--- src/rtl/br_resolve_if.sv ---
// Request/result bundle between the execute stage and the branch-resolution unit.
// master = issuing side (execute/consumer), slave = br_resolve_unit.
interface br_resolve_if #(
    parameter int XLEN = 32
);
    // Request side
    logic            in_valid;
    logic            in_ready;
    logic [XLEN-1:0] ina;
    logic [XLEN-1:0] inb;
    logic [2:0]      br_type;
    logic [XLEN-1:0] pc;
    logic [XLEN-1:0] imm;
    logic            pred_taken;
    logic [3:0]      in_tag;

    // Result side
    logic            out_valid;
    logic            out_ready;
    logic            br_taken;
    logic            mispredict;
    logic [XLEN-1:0] redirect_pc;
    logic            illegal;
    logic [3:0]      out_tag;

    modport master (
        output in_valid, ina, inb, br_type, pc, imm, pred_taken, in_tag, out_ready,
        input  in_ready, out_valid, br_taken, mispredict, redirect_pc, illegal, out_tag
    );

    modport slave (
        input  in_valid, ina, inb, br_type, pc, imm, pred_taken, in_tag, out_ready,
        output in_ready, out_valid, br_taken, mispredict, redirect_pc, illegal, out_tag
    );
endinterface

--- src/rtl/br_resolve_unit.sv ---
// Branch-resolution unit: evaluates the RV32I branch condition, compares it with
// the fetch prediction, forms the redirect PC and returns the result through a
// 1- or 2-deep valid/ready pipeline. Keeps saturating branch/mispredict counters.
module br_resolve_unit #(
    parameter int XLEN  = 32,
    parameter int LAT   = 1,
    parameter int CNT_W = 32
) (
    input  logic             clk,
    input  logic             rst_n,
    input  logic             flush,
    input  logic             clr_cnt,
    br_resolve_if.slave      bus,
    output logic [CNT_W-1:0] br_cnt,
    output logic [CNT_W-1:0] mp_cnt
);

    // Branch condition for a funct3 encoding; reserved encodings resolve not-taken.
    function automatic logic eval_cond(input logic [XLEN-1:0] a,
                                       input logic [XLEN-1:0] b,
                                       input logic [2:0]      f3);
        logic signed [XLEN-1:0] a_s;
        logic signed [XLEN-1:0] b_s;
        logic                   r;
        a_s = signed'(a);
        b_s = signed'(b);
        case (f3)
            3'b000:  r = (a == b);
            3'b001:  r = (a != b);
            3'b100:  r = (a_s <  b_s);
            3'b101:  r = (a_s >= b_s);
            3'b110:  r = (a <  b);
            3'b111:  r = (a >= b);
            default: r = 1'b0;
        endcase
        return r;
    endfunction

    // funct3 010/011 are not branch encodings.
    function automatic logic is_illegal(input logic [2:0] f3);
        return (f3[2:1] == 2'b01);
    endfunction

    // Counter increment that sticks at all-ones.
    function automatic logic [CNT_W-1:0] sat_inc(input logic [CNT_W-1:0] v);
        return (&v) ? v : v + CNT_W'(1);
    endfunction

    // ------------------------------------------------------------------
    // Stage 0: combinational evaluation of the incoming request
    // ------------------------------------------------------------------
    logic            taken_c;
    logic            ill_c;
    logic [XLEN-1:0] tgt_c;
    logic [XLEN-1:0] seq_c;
    logic            s1_leave;
    logic            acc;

    assign taken_c = eval_cond(bus.ina, bus.inb, bus.br_type);
    assign ill_c   = is_illegal(bus.br_type);
    // Both sums wrap silently at XLEN bits.
    assign tgt_c   = bus.pc + bus.imm;
    assign seq_c   = bus.pc + XLEN'(4);

    // ------------------------------------------------------------------
    // Stage 1 register
    // ------------------------------------------------------------------
    logic            s1_vld_q;
    logic            s1_vld_d;
    logic            s1_taken_q;
    logic            s1_mp_q;
    logic            s1_ill_q;
    logic [XLEN-1:0] s1_tgt_q;
    logic [XLEN-1:0] s1_seq_q;
    logic [3:0]      s1_tag_q;

    // S1 can take a new request when empty or when its occupant moves on.
    assign bus.in_ready = !s1_vld_q || s1_leave;
    assign acc          = bus.in_valid && bus.in_ready && !flush;

    // S1 occupancy: flush empties it, otherwise it refills whenever it is free to.
    always_comb begin
        s1_vld_d = s1_vld_q;
        if (flush) begin
            s1_vld_d = 1'b0;
        end else if (bus.in_ready) begin
            s1_vld_d = bus.in_valid;
        end
    end

    // S1 valid and payload; payload only loads on an accepted request.
    always_ff @(posedge clk or negedge rst_n) begin
        if (!rst_n) begin
            s1_vld_q   <= 1'b0;
            s1_taken_q <= 1'b0;
            s1_mp_q    <= 1'b0;
            s1_ill_q   <= 1'b0;
            s1_tgt_q   <= '0;
            s1_seq_q   <= '0;
            s1_tag_q   <= '0;
        end else begin
            s1_vld_q <= s1_vld_d;
            if (acc) begin
                s1_taken_q <= taken_c;
                s1_mp_q    <= taken_c ^ bus.pred_taken;
                s1_ill_q   <= ill_c;
                s1_tgt_q   <= tgt_c;
                s1_seq_q   <= seq_c;
                s1_tag_q   <= bus.in_tag;
            end
        end
    end

    // ------------------------------------------------------------------
    // Stage 2 register (LAT=2) or direct S1 outputs (LAT=1)
    // ------------------------------------------------------------------
    generate
        if (LAT == 2) begin : g_lat2
            logic            s2_vld_q;
            logic            s2_taken_q;
            logic            s2_mp_q;
            logic            s2_ill_q;
            logic [XLEN-1:0] s2_rpc_q;
            logic [3:0]      s2_tag_q;
            logic            s2_load;

            // S1 moves into S2 whenever S2 is empty or its result is being taken.
            assign s1_leave = !s2_vld_q || bus.out_ready;
            assign s2_load  = s1_vld_q && s1_leave && !flush;

            // S2 holds the presented result; it only changes when S2 advances.
            always_ff @(posedge clk or negedge rst_n) begin
                if (!rst_n) begin
                    s2_vld_q   <= 1'b0;
                    s2_taken_q <= 1'b0;
                    s2_mp_q    <= 1'b0;
                    s2_ill_q   <= 1'b0;
                    s2_rpc_q   <= '0;
                    s2_tag_q   <= '0;
                end else begin
                    if (flush) begin
                        s2_vld_q <= 1'b0;
                    end else if (s1_leave) begin
                        s2_vld_q <= s1_vld_q;
                    end
                    if (s2_load) begin
                        s2_taken_q <= s1_taken_q;
                        s2_mp_q    <= s1_mp_q;
                        s2_ill_q   <= s1_ill_q;
                        s2_rpc_q   <= s1_taken_q ? s1_tgt_q : s1_seq_q;
                        s2_tag_q   <= s1_tag_q;
                    end
                end
            end

            assign bus.out_valid   = s2_vld_q;
            assign bus.br_taken    = s2_taken_q;
            assign bus.mispredict  = s2_mp_q;
            assign bus.illegal     = s2_ill_q;
            assign bus.redirect_pc = s2_rpc_q;
            assign bus.out_tag     = s2_tag_q;
        end else begin : g_lat1
            assign s1_leave        = bus.out_ready;
            assign bus.out_valid   = s1_vld_q;
            assign bus.br_taken    = s1_taken_q;
            assign bus.mispredict  = s1_mp_q;
            assign bus.illegal     = s1_ill_q;
            assign bus.redirect_pc = s1_taken_q ? s1_tgt_q : s1_seq_q;
            assign bus.out_tag     = s1_tag_q;
        end
    endgenerate

    // ------------------------------------------------------------------
    // Performance counters
    // ------------------------------------------------------------------
    logic             done;
    logic [CNT_W-1:0] br_cnt_q;
    logic [CNT_W-1:0] br_cnt_d;
    logic [CNT_W-1:0] mp_cnt_q;
    logic [CNT_W-1:0] mp_cnt_d;

    // A result presented during flush is discarded, so it does not count.
    assign done = bus.out_valid && bus.out_ready && !flush;

    // Counter next state: clear wins over a same-cycle completion.
    always_comb begin
        br_cnt_d = br_cnt_q;
        mp_cnt_d = mp_cnt_q;
        if (clr_cnt) begin
            br_cnt_d = '0;
            mp_cnt_d = '0;
        end else if (done) begin
            br_cnt_d = sat_inc(br_cnt_q);
            if (bus.mispredict) begin
                mp_cnt_d = sat_inc(mp_cnt_q);
            end
        end
    end

    // Counter registers.
    always_ff @(posedge clk or negedge rst_n) begin
        if (!rst_n) begin
            br_cnt_q <= '0;
            mp_cnt_q <= '0;
        end else begin
            br_cnt_q <= br_cnt_d;
            mp_cnt_q <= mp_cnt_d;
        end
    end

    assign br_cnt = br_cnt_q;
    assign mp_cnt = mp_cnt_q;

endmodule
--- src/flat_wrapper.sv ---
// flat-port wrapper written by rule: the top's interface ports become plain ports
module br_resolve_unit_flat 
#(
    parameter int XLEN  = 32,
    parameter int LAT   = 1,
    parameter int CNT_W = 32
)
  (clk, rst_n, flush, clr_cnt, br_cnt, mp_cnt, bus_in_valid, bus_ina, bus_inb, bus_br_type, bus_pc, bus_imm, bus_pred_taken, bus_in_tag, bus_out_ready, bus_in_ready, bus_out_valid, bus_br_taken, bus_mispredict, bus_redirect_pc, bus_illegal, bus_out_tag);
  br_resolve_if #(.XLEN(XLEN)) bus_i ();
  input  logic clk;
  input  logic rst_n;
  input  logic flush;
  input  logic clr_cnt;
  output logic [CNT_W-1:0] br_cnt;
  output logic [CNT_W-1:0] mp_cnt;
  input wire logic [$bits(bus_i.in_valid)-1:0] bus_in_valid;
  input wire logic [$bits(bus_i.ina)-1:0] bus_ina;
  input wire logic [$bits(bus_i.inb)-1:0] bus_inb;
  input wire logic [$bits(bus_i.br_type)-1:0] bus_br_type;
  input wire logic [$bits(bus_i.pc)-1:0] bus_pc;
  input wire logic [$bits(bus_i.imm)-1:0] bus_imm;
  input wire logic [$bits(bus_i.pred_taken)-1:0] bus_pred_taken;
  input wire logic [$bits(bus_i.in_tag)-1:0] bus_in_tag;
  input wire logic [$bits(bus_i.out_ready)-1:0] bus_out_ready;
  output wire logic [$bits(bus_i.in_ready)-1:0] bus_in_ready;
  output wire logic [$bits(bus_i.out_valid)-1:0] bus_out_valid;
  output wire logic [$bits(bus_i.br_taken)-1:0] bus_br_taken;
  output wire logic [$bits(bus_i.mispredict)-1:0] bus_mispredict;
  output wire logic [$bits(bus_i.redirect_pc)-1:0] bus_redirect_pc;
  output wire logic [$bits(bus_i.illegal)-1:0] bus_illegal;
  output wire logic [$bits(bus_i.out_tag)-1:0] bus_out_tag;
  assign bus_i.in_valid = bus_in_valid;
  assign bus_i.ina = bus_ina;
  assign bus_i.inb = bus_inb;
  assign bus_i.br_type = bus_br_type;
  assign bus_i.pc = bus_pc;
  assign bus_i.imm = bus_imm;
  assign bus_i.pred_taken = bus_pred_taken;
  assign bus_i.in_tag = bus_in_tag;
  assign bus_i.out_ready = bus_out_ready;
  assign bus_in_ready = bus_i.in_ready;
  assign bus_out_valid = bus_i.out_valid;
  assign bus_br_taken = bus_i.br_taken;
  assign bus_mispredict = bus_i.mispredict;
  assign bus_redirect_pc = bus_i.redirect_pc;
  assign bus_illegal = bus_i.illegal;
  assign bus_out_tag = bus_i.out_tag;
  br_resolve_unit #(.XLEN(XLEN), .LAT(LAT), .CNT_W(CNT_W)) u_core (.clk(clk), .rst_n(rst_n), .flush(flush), .clr_cnt(clr_cnt), .bus(bus_i), .br_cnt(br_cnt), .mp_cnt(mp_cnt));
endmodule
--- config.mk ---
export PLATFORM = sky130hd
export DESIGN_NAME = br_resolve_unit_flat
export DESIGN_NICKNAME = d
export VERILOG_FILES = /design/src/rtl/br_resolve_if.sv /design/src/rtl/br_resolve_unit.sv /design/src/flat_wrapper.sv
export SDC_FILE = /design/constraint.sdc
export NUM_CORES = 1
export LEC_CHECK = 0
export CORE_MARGIN = 2
export CORE_UTILIZATION = 45
export DETAILED_ROUTE_END_ITERATION = 12
export PLACE_DENSITY = 0.78
export SYNTH_ARGS = -nofsm -noshare
export SYNTH_HDL_FRONTEND = slang
export SYNTH_SLANG_ARGS = --single-unit
--- constraint.sdc ---
create_clock -name clk -period 2.1 [get_ports clk]
set_input_delay 0.21 -clock clk [delete_from_list [all_inputs] [get_ports clk]]
set_output_delay 0.21 -clock clk [all_outputs]
set_load 0.05 [all_outputs]
# After elaboration in Yosys (flattened, before gate mapping)
# Index checks and enable logic that the tools add are counted.
dict set report word_totals {
  regBits 136
  latch_bits 0
  mem_bits_rw 0
  rom_bits 0
  in_bits 142
  output_inout_bits 105
  memories 0
}
dict set report op_classes {
  add_sub_neg 4
  multipliers 0
  div_mod_pow 0
  n_lt_le_gt_ge 4
  eq_ne 10
  shifts 0
  mux 11
  bitwise_logic 1
  reduce_logical 15
}
# operator n
set op_table {}
lappend op_table {{32-bit two-way mux} 8}
lappend op_table {{32-bit by 1-bit adder with 32-bit output, second input constant} 2}
lappend op_table {{32-bit >= comparator} 2}
lappend op_table {{32-bit < comparator} 2}
lappend op_table {{32-bit AND reduction} 2}
lappend op_table {{32-bit by 3-bit adder with 32-bit output, second input constant} 1}
lappend op_table {{32-bit adder} 1}
lappend op_table {{32-bit equality test} 1}
lappend op_table {{32-bit != test} 1}
lappend op_table {{3-bit equality test, second input constant} 4}
lappend op_table {{1-bit one-hot mux with 6 select lines} 1}
lappend op_table {{2-bit nonzero test} 3}
lappend op_table {{1-bit logical AND} 4}
lappend op_table {{2-bit != test, second input constant} 2}
lappend op_table {{3-bit by 1-bit equality test with 1-bit output, second input constant} 1}
lappend op_table {{3-bit zero test} 1}
lappend op_table {{3-bit AND reduction} 1}
lappend op_table {{2-bit by 1-bit equality test with 1-bit output, second input constant} 1}
lappend op_table {{1-bit zero test} 2}
lappend op_table {{1-bit two-way mux} 2}
lappend op_table {{2-bit AND reduction} 1}
lappend op_table {{1-bit logical OR} 1}
lappend op_table {{1-bit bitwise XOR} 1}

# Logic depth before layout (Yosys ltp)
# Gate-level depths: netlist of run 1.
dict set report logic_depth {
  ltp_word 5
  ltp_mapped 12
}

# Worst setup path before layout of run 1
# OpenSTA, ideal clock, no wires.
dict set report synth_path {
  path_type {register to register}
  startpoint {register u_core.mp_cnt_q[16] (netlist: u_core.mp_cnt[16])}
  endpoint {register u_core.mp_cnt_q[23] (netlist: u_core.mp_cnt[23])}
  setup_ns 0.132
  arrival_time_ns 2.384
  required_ns 1.968
  slack_ns -0.416
  stages_incl_launch_ff 12
  period_less_slack_ns 2.516
  cell_sequence {dfrtp_1 -> and3_4 -> and3_4 -> and4_1 -> buf_6 -> a41oi_4 -> and3_4 -> and3_1 -> buf_4 -> nand4_1 -> xor2_1 -> nor2_1}
}
dict set report synth_between {
  elab_chain_cells 5
}
# item line
set synth_lines {}
lappend synth_lines {{from (decl)} br_resolve_unit.sv:179} ;# logic [CNT_W-1:0] mp_cnt_q;
lappend synth_lines {{from (signal assigned)} br_resolve_unit.sv:207} ;# mp_cnt_q <= mp_cnt_d;
lappend synth_lines {{32-bit by 1-bit adder with 32-bit output} br_resolve_unit.sv:46} ;# return (&v) ? v : v + CNT_W'(1);
lappend synth_lines {{32-bit two-way mux} br_resolve_unit.sv:46}
lappend synth_lines {{32-bit two-way mux} br_resolve_unit.sv:194} ;# if (bus.mispredict) begin
lappend synth_lines {{32-bit two-way mux} br_resolve_unit.sv:192} ;# end else if (done) begin
lappend synth_lines {{32-bit two-way mux} br_resolve_unit.sv:189} ;# if (clr_cnt) begin
# Several ways; a longest one is shown, not always the timed one. The select of a mux whose other input is x is not followed.
# A chain may end at the register's enable or synchronous reset.

# Worst setup path in the final report of run 1
dict set report layout_path {
  startpoint {register u_core.br_cnt_q[15] (netlist: u_core.br_cnt[15])}
  endpoint {register u_core.br_cnt_q[29] (netlist: u_core.br_cnt[29])}
}
dict set report layout_between {
  elab_chain_cells 4
}
# item line
set layout_lines {}
lappend layout_lines {{from (decl)} br_resolve_unit.sv:177} ;# logic [CNT_W-1:0] br_cnt_q;
lappend layout_lines {{from (signal assigned)} br_resolve_unit.sv:206} ;# br_cnt_q <= br_cnt_d;
lappend layout_lines {{32-bit by 1-bit adder with 32-bit output} br_resolve_unit.sv:46}
lappend layout_lines {{32-bit two-way mux} br_resolve_unit.sv:46}
lappend layout_lines {{32-bit two-way mux} br_resolve_unit.sv:192}
lappend layout_lines {{32-bit two-way mux} br_resolve_unit.sv:189}
# Several ways; a longest one is shown, not always the timed one. The select of a mux whose other input is x is not followed.

==> impl_metrics.tcl, run 1 <==
set metrics [dict create \
    status "complete, but fails checks" \
    failed_checks "negative setup slack" \
    postSynth.asyncResetShare 1.00 \
    avgSynthCellArea_um2 8.82 \
    synth_xor_xnor_area_share 0.0991 \
    worstHoldEndpoint "u_core.s1_seq_q[0]" \
    clock-skew-final_ns 0.00897 \
    detailed_route_via_count 9615 \
    die_w_um 146 \
    synth_top_cell_by_area "sky130_fd_sc_hd__dfrtp_1" \
    detail_route.iter0.violations 571 \
    root_buffer "sky130_fd_sc_hd__clkbuf_16" \
    vdd_ir_drop_max_mv 0.647 \
    mappedNetlistArea_um2 9100 \
    io_pins 247 \
    cp_capture_type "flip-flop" \
    max_slew.worst_pin.slew_ns 0.648 \
    final_max_slew_viol_count 0 \
    antenna_found_initial 2 \
    r2r_start "u_core.br_cnt[15]" \
    post_drt_via_cell_ratio 5.44 \
    pre_cts_worst_setup_slack_ns -0.758 \
    max_cap_viol_count 0 \
    place_congestion 0.884 \
    synth_simple_gate_area_frac 0.220 \
    worstPathArrival_ns 2.42 \
    static-leakage-power_nw 7.04 \
    dieArea_um2 21400 \
    fillers 1287 \
    layout_commonest_cell "sky130_fd_sc_hd__buf_4" \
    worst-r2r-cell-count 8 \
    core-area_um2 20000 \
    muxShareOfSynthArea 0.0441 \
    final-hold-violation-count 0 \
    hold_class "input port to flip-flop" \
    post-synth-top-area-fraction 0.374 \
    cts_sinks 136 \
    hold_path_depth 3 \
    synth-main-ff-cell "sky130_fd_sc_hd__dfrtp_1" \
    tns_ns -0.115 \
    worst_path_max_fanout 3 \
    synth_compound_gate_area_share 0.133 \
    port-buffer-count 246 \
    post_synth_inst_count 1032 \
    hpwlAfterDp_um 21400 \
    setup_ws_ns -0.0643 \
    globalRouteOverflowTotal 0 \
    cts_tree "yes" \
    setup-violations-final 4 \
    clkLatencyLatePin_ns 0.42 \
    antennaDiodeCount 0 \
    grt_setup_unrepaired "yes" \
    grt_start_max_net_pins 61 \
    initial_core_util 0.454 \
    number_of_distinct_standard_cells_referenced_by_the_synthesized_netlist 64 \
    cp.required_ns 2.35 \
    yosysWarningCount 0 \
    fp.dieH_um 146 \
    synth-seq-cells 136 \
    setup.worst_path.class "flip-flop to flip-flop" \
    grt_pass1_vias 9731 \
    cts_inserted_buffers 17 \
    cts_max_level 4 \
    p_total_w 0.0101 \
    nNetsFinal 1694 \
    yosys.area_share.adder 0.0929 \
    crit_path_start_kind "flip-flop" \
    post_synthesis_sequential_area_ratio 0.374 \
    timing.hold.worst.start "bus_pc[0]" \
    cts-root-to-sink-buffers 2 \
    layout_common_cells "sky130_fd_sc_hd__buf_4, sky130_fd_sc_hd__nand2_1, sky130_fd_sc_hd__dfrtp_1" \
    max_freq_mhz 462 \
    worst-r2r-setup-slack_ns -0.06 \
    routedWlPerCell_um 17.9 \
    globalRouteTotalUtil 0.273 \
    number_of_nets_produced_by_synthesis 1241 \
    synthToLayoutAreaGrowth_pct 71.0 \
    dominant_combinational_cell_family_by_area_after_synthesis "simple AND/OR/NAND/NOR gates" \
    final_period_minus_worst_setup_slack_ns 2.16 \
    power_per_cell_area_nw_per_um2 651 \
    antenna_viol_nets_final 0 \
    rows 52 \
    clock_pin_slew_worst_setup_and_hold_paths_ns 0.06 \
    synth_edf_count 0 \
    synth.area.top_cells "sky130_fd_sc_hd__dfrtp_1, sky130_fd_sc_hd__ha_1, sky130_fd_sc_hd__xor2_1" \
    first_pass_grt_wire_length_um 47100 \
    critical_path.reg2reg.endpoint "u_core.br_cnt[29]" \
    drt_wl_total_um 31600 \
    final.period_utilization 1.03 \
    post-route-drc-count 0 \
    relSlewSlack 0.568 \
    detail_route.first_pass.iterations 5 \
    ratio_of_cells_with_drive_above_1_in_the_final_layout 0.372 \
]
[report_power, final]
| part | total [W] | internal [W] | switching (W) |
|---|---|---|---|
| logic | 0.00370 | 0.00179 | 0.00191 |
| clock network | 0.00340 | 0.00219 | 0.00121 |
| registers | 0.00303 | 0.00288 | 0.000155 |
| total | 0.0101 | 0.00686 | 0.00328 |
[area by class of cell]
class	count	area, µm²	area share
multi-input cells	815	6490	0.417
flip-flops and latches	136	3430	0.220
clock buffers	19	453	0.0291
well taps	270	338	0.0217
clock inverters	13	214	0.0137
repair buffers	466	4460	0.286
inverters	49	184	0.0118
[per-layer routing]
metal	vias to the layer above	global-route usage	wire length (µm)	share of wire
li1	4509	-	-	-
met1	4625	0.325	12400	0.39
met2	372	0.480	16200	0.51
met3	107	0.0538	1650	0.052
met4	2	0.117	1360	0.043
met5	-	0	14	0.00044
[repair_timing]
| item | CTS | global route |
|---|---|---|
| hold buffers | 1 | 0 |
| hold endpoints to repair | 56 | 0 |
| cloned | 0 | 2 |
| endpoints found under the setup margin | 51 | 49 |
| pin swaps | 91 | 97 |
| resized for setup | 189 | 156 |
| buffers inserted | 17 | 18 |
[cell usage after synthesis (23+ instances only)]
cell type / count
sky130_fd_sc_hd__xnor2_1: 37
sky130_fd_sc_hd__inv_1: 49
sky130_fd_sc_hd__xor2_1: 66
sky130_fd_sc_hd__ha_1: 66
sky130_fd_sc_hd__nand2_1: 153
sky130_fd_sc_hd__nor2_1: 86
sky130_fd_sc_hd__clkbuf_1: 25
sky130_fd_sc_hd__dfrtp_1: 136
sky130_fd_sc_hd__a21oi_1: 51
sky130_fd_sc_hd__o21ai_0: 73
sky130_fd_sc_hd__nand4_1: 23
sky130_fd_sc_hd__mux2_2: 33
sky130_fd_sc_hd__nand3_1: 48
[flip-flops by register name, indices dropped and copies added, names as in the netlist]
name / cells
u_core.br_cnt: 32
u_core.bus.br_taken: 1
u_core.bus.illegal: 1
u_core.bus.mispredict: 1
u_core.bus.out_tag: 4
u_core.bus.out_valid: 1
u_core.mp_cnt: 32
u_core.s1_seq_q: 32
u_core.s1_tgt_q: 32
[kinds of logic after synthesis]
logic type	count (synthesis)
AO/OA/AOI/OAI	199
XOR/XNOR	103
adder cells (fa/ha/maj)	67
buffers and inverters	82
flip-flops	136
multiplexers	36
AND/OR/NAND/NOR	409
[critical path: stages (launching register included)]
cell	delay (ns)
sky130_fd_sc_hd__dfrtp_2	0.35
sky130_fd_sc_hd__and4_1	0.23
sky130_fd_sc_hd__nand4_1	0.23
sky130_fd_sc_hd__buf_4	0.23
sky130_fd_sc_hd__nor2_1	0.26
sky130_fd_sc_hd__and3_1	0.32
sky130_fd_sc_hd__nand3_2	0.10
sky130_fd_sc_hd__xor2_1	0.18
sky130_fd_sc_hd__nor2_1	0.10
[stage by stage]
stage / hold slack, ns / cells / utilization / instance area [µm²]
floorplan: -0.0856 / 1032 / - / 9390
global placement: 0.228 / 1699 / 0.691 / 13800
detailed placement: 0.238 / 1699 / 0.691 / 13800
CTS: 0.139 / 1748 / 0.754 / 15100
global route: 0.0495 / 1768 / 0.777 / 15600
finish: 0.0552 / 1768 / 0.777 / 15600
[how the worst max path moves through the flow]
stage                     slack (ns)               from               endpoint  cells past startpoint
after CTS                     -0.004        bus_inb[20]  u_core.bus.mispredict                     12
after global placement         -0.70          bus_pc[0]    u_core.s1_tgt_q[18]                     14
final                          -0.06  u_core.br_cnt[15]      u_core.br_cnt[29]                      8
after global routing           -0.19  u_core.br_cnt[25]       u_core.br_cnt[9]                      9
after detailed placement       -0.76        bus_inb[21]  u_core.bus.mispredict                     12
after floorplan                -0.23  u_core.mp_cnt[17]      u_core.mp_cnt[23]                     11
Note: power is estimated with default switching activity, not from simulation.
==> run 2: changes to the inputs <==
CORE_UTILIZATION = 55   (was 45)
DONT_BUFFER_PORTS = 1   (was unset)
PLACE_DENSITY = 0.73   (was 0.78)
==> run 2 against run 1 <==
Utilization shrank 6.3 points. Critical path type unchanged. The run ends with negative hold slack left. Register-to-register slack gained 0.08 ns. Largest cell class unchanged. Worst hold slack lost 0.58 ns. Critical path depth grew 2. Critical endpoint is now u_core.mp_cnt[29]. Combinational power shrank 42%. Flip-flop and latch count is the same. Global-route usage is essentially flat. Cell count shrank 19%. Routed wire length shrank 23%. Power shrank 20%.
==> impl_metrics.tcl, run 2 (same netlist as run 1, synthesis figures left out) <==
set metrics [dict create \
    worstPathArrival_ns 2.43 \
    grt_start_max_net_pins 137 \
    cts-root-to-sink-buffers 2 \
    hpwlAfterDp_um 17600 \
    initial_core_util 0.557 \
    fp.dieH_um 133 \
    clockPowerShare 0.353 \
    clkLatencyLatePin_ns 0.42 \
    place_congestion 0.873 \
    dpl.cell_count 1362 \
    root_buffer "sky130_fd_sc_hd__clkbuf_16" \
    postCtsHoldBufs 29 \
    rows 47 \
    max_freq_mhz 480 \
    antenna_viol_nets_final 0 \
    timing.critical_path.to "u_core.mp_cnt[29]" \
    failed_checks "negative hold slack" \
    fin_util 0.714 \
    static-leakage-power_nw 5.32 \
    power_per_cell_area_nw_per_um2 691 \
    first_pass_grt_wire_length_um 39000 \
    post-route-drc-count 0 \
    ratio_of_cells_with_drive_above_1_in_the_final_layout 0.261 \
    swShare 0.342 \
    cts_max_level 4 \
    cts_sinks 136 \
    dieArea_um2 17600 \
    final-hold-violation-count 200 \
    io_pins 247 \
    antennaDiodeCount 0 \
    cp_cell_sequence "and3_4 -> and4_1 -> and2_4 -> a41oi_4 -> and3_4 -> and3_4 -> buf_6 -> nand3_4 -> xor2_2 -> nor2_1" \
    cp_top_family "simple AND/OR/NAND/NOR gates" \
    core-area_um2 16300 \
    layout_commonest_cell "sky130_fd_sc_hd__nand2_1" \
    power.combinational.fraction 0.266 \
    cts_tree "yes" \
    grt_pass1_vias 8096 \
    clock_pin_slew_worst_setup_and_hold_paths_ns 0.06 \
    globalRouteTotalUtil 0.273 \
    drt_wl_total_um 24300 \
    pre_cts_worst_setup_slack_ns -0.282 \
    worst_path_max_fanout 4 \
    critical-path-top-cell-by-count "sky130_fd_sc_hd__and3_4" \
    globalRouteOverflowTotal 0 \
    grt_setup_unrepaired "yes" \
    worst-r2r-cell-count 10 \
    critical_path.reg2reg.endpoint "u_core.mp_cnt[29]" \
    routedWlPerCell_um 17.0 \
    finalNonFillerCells 1433 \
    detail_route.first_pass.iterations 5 \
    clock-skew-final_ns 0.00807 \
    die_w_um 133 \
    critical_path.n_buffers_inverters 1 \
    synthToLayoutAreaGrowth_pct 28.2 \
    final_period_minus_worst_setup_slack_ns 2.08 \
    max_cap_viol_count 0 \
    antenna_found_initial 0 \
    crit_path_max_incr_delay_ns 0.40 \
    timing.critical_path.depth 10 \
    vdd_ir_drop_max_mv 0.604 \
    hold_class "input port to async pin" \
    power_report.internal_total_w 0.00531 \
    worst-r2r-setup-slack_ns 0.02 \
    detailed_route_via_count 8037 \
    post_drt_via_cell_ratio 5.61 \
    max_slew.worst_pin.slew_ns 0.493 \
    relSlewSlack 0.671 \
    cts_inserted_buffers 17 \
    final_max_slew_viol_count 0 \
    r2r_start "u_core.mp_cnt[26]" \
    port-buffer-count 0 \
    cp.required_ns 2.45 \
    finalHoldWorstSlack_ns -0.521 \
    detail_route.iter0.violations 338 \
    final.period_utilization 0.993 \
    tns_ns 0 \
    share_seq_of_total_power 0.381 \
    cp_capture_type "flip-flop" \
    layout_common_cells "sky130_fd_sc_hd__nand2_1, sky130_fd_sc_hd__buf_4, sky130_fd_sc_hd__dfrtp_1" \
    p_total_w 0.00806 \
    status "complete, but fails checks" \
    setup_ws_ns 0.0156 \
    critPathLaunch "u_core.mp_cnt[26]" \
    critical-path-slowest-cell "sky130_fd_sc_hd__dfrtp_2" \
    nNetsFinal 1409 \
    setup-violations-final 0 \
    p_sw_w 0.00276 \
    setup.worst_path.class "flip-flop to flip-flop" \
    crit_path_start_kind "flip-flop" \
]
run 2: cell types whose count changed in the layout (fill, tap and decap cells not counted), moves of 26 or more:
| cell | change |
|---|---|
| sky130_fd_sc_hd__dlygate4sd2_1 | -33 |
| sky130_fd_sc_hd__ha_4 | -34 |
| sky130_fd_sc_hd__dlygate4sd3_1 | +28 |
| sky130_fd_sc_hd__ha_1 | +37 |
| sky130_fd_sc_hd__buf_12 | -37 |
| sky130_fd_sc_hd__dlymetal6s2s_1 | -26 |
| sky130_fd_sc_hd__clkdlybuf4s50_1 | -106 |
| sky130_fd_sc_hd__buf_4 | -59 |
run 2: worst min-delay path by stage:
| stage | startpoint | to | cells past startpoint | slack (ns) |
|---|---|---|---|---|
| 4_1_cts | rst_n | u_core.br_cnt[2] | 0 | -0.53 |
| 5_1_grt | rst_n | u_core.br_cnt[2] | 0 | -0.54 |
| 3_5_place_dp | rst_n | u_core.br_cnt[4] | 0 | -0.08 |
| 2_1_floorplan | rst_n | u_core.br_cnt[0] | 0 | -0.09 |
| 3_3_place_gp | rst_n | u_core.br_cnt[3] | 0 | -0.08 |
| 6_report | rst_n | u_core.br_cnt[2] | 0 | -0.52 |
run 2: layer usage:
layer | GRT usage | vias to the layer above | wire length [µm]
li1 | - | 3930 | -
met1 | 0.330 | 3827 | 10300
met2 | 0.463 | 234 | 11900
met3 | 0.0716 | 46 | 1440
met4 | 0.112 | 0 | 672
met5 | 0 | - | 0
run 2: area by class of cell:
| class | count | area [µm²] |
|---|---|---|
| inverter | 49 | 184 |
| fill | 1256 | 4680 |
| clock inverter | 11 | 103 |
| timing repair buffer | 182 | 1490 |
| clock buffer | 21 | 450 |
| sequential | 136 | 3430 |
| tap | 220 | 275 |
| multi-input combinational | 814 | 5740 |
run 2: power groups by stage:
stage               registers (W)  clock network (W)  logic (W)
floorplan                 0.00310                  0    0.00167
global placement          0.00311                  0    0.00204
detailed placement        0.00312                  0    0.00208
CTS                       0.00307            0.00287    0.00214
global route              0.00310            0.00299    0.00231
finish                    0.00307            0.00284    0.00215
run 2: worst reg2reg max path, cell delays in order, from the launching register on:
cell and delay [ns]:
sky130_fd_sc_hd__dfrtp_2 0.40, sky130_fd_sc_hd__and3_4 0.18, sky130_fd_sc_hd__and4_1 0.16, sky130_fd_sc_hd__and2_4 0.16, sky130_fd_sc_hd__a41oi_4 0.21, sky130_fd_sc_hd__and3_4 0.21, sky130_fd_sc_hd__and3_4 0.19, sky130_fd_sc_hd__buf_6 0.13
sky130_fd_sc_hd__nand3_4 0.07, sky130_fd_sc_hd__xor2_2 0.18, sky130_fd_sc_hd__nor2_1 0.11
run 2: what timing repair did:
| action | CTS | global route |
|---|---|---|
| pin swaps | 4 | 22 |
| resized for setup | 8 | 22 |
| buffers inserted | 2 | 7 |
| setup endpoints to repair | 27 | 30 |
| gates cloned | 0 | 1 |
| endpoints found under the hold margin | 227 | 200 |
run 2: stage by stage:
step	cell area (µm²)	hold slack (ns)
6_report	11700	-0.521
3_3_place_gp	10600	-0.0827
4_1_cts	11500	-0.530
2_1_floorplan	9390	-0.0856
5_1_grt	11700	-0.542
3_5_place_dp	10600	-0.0823
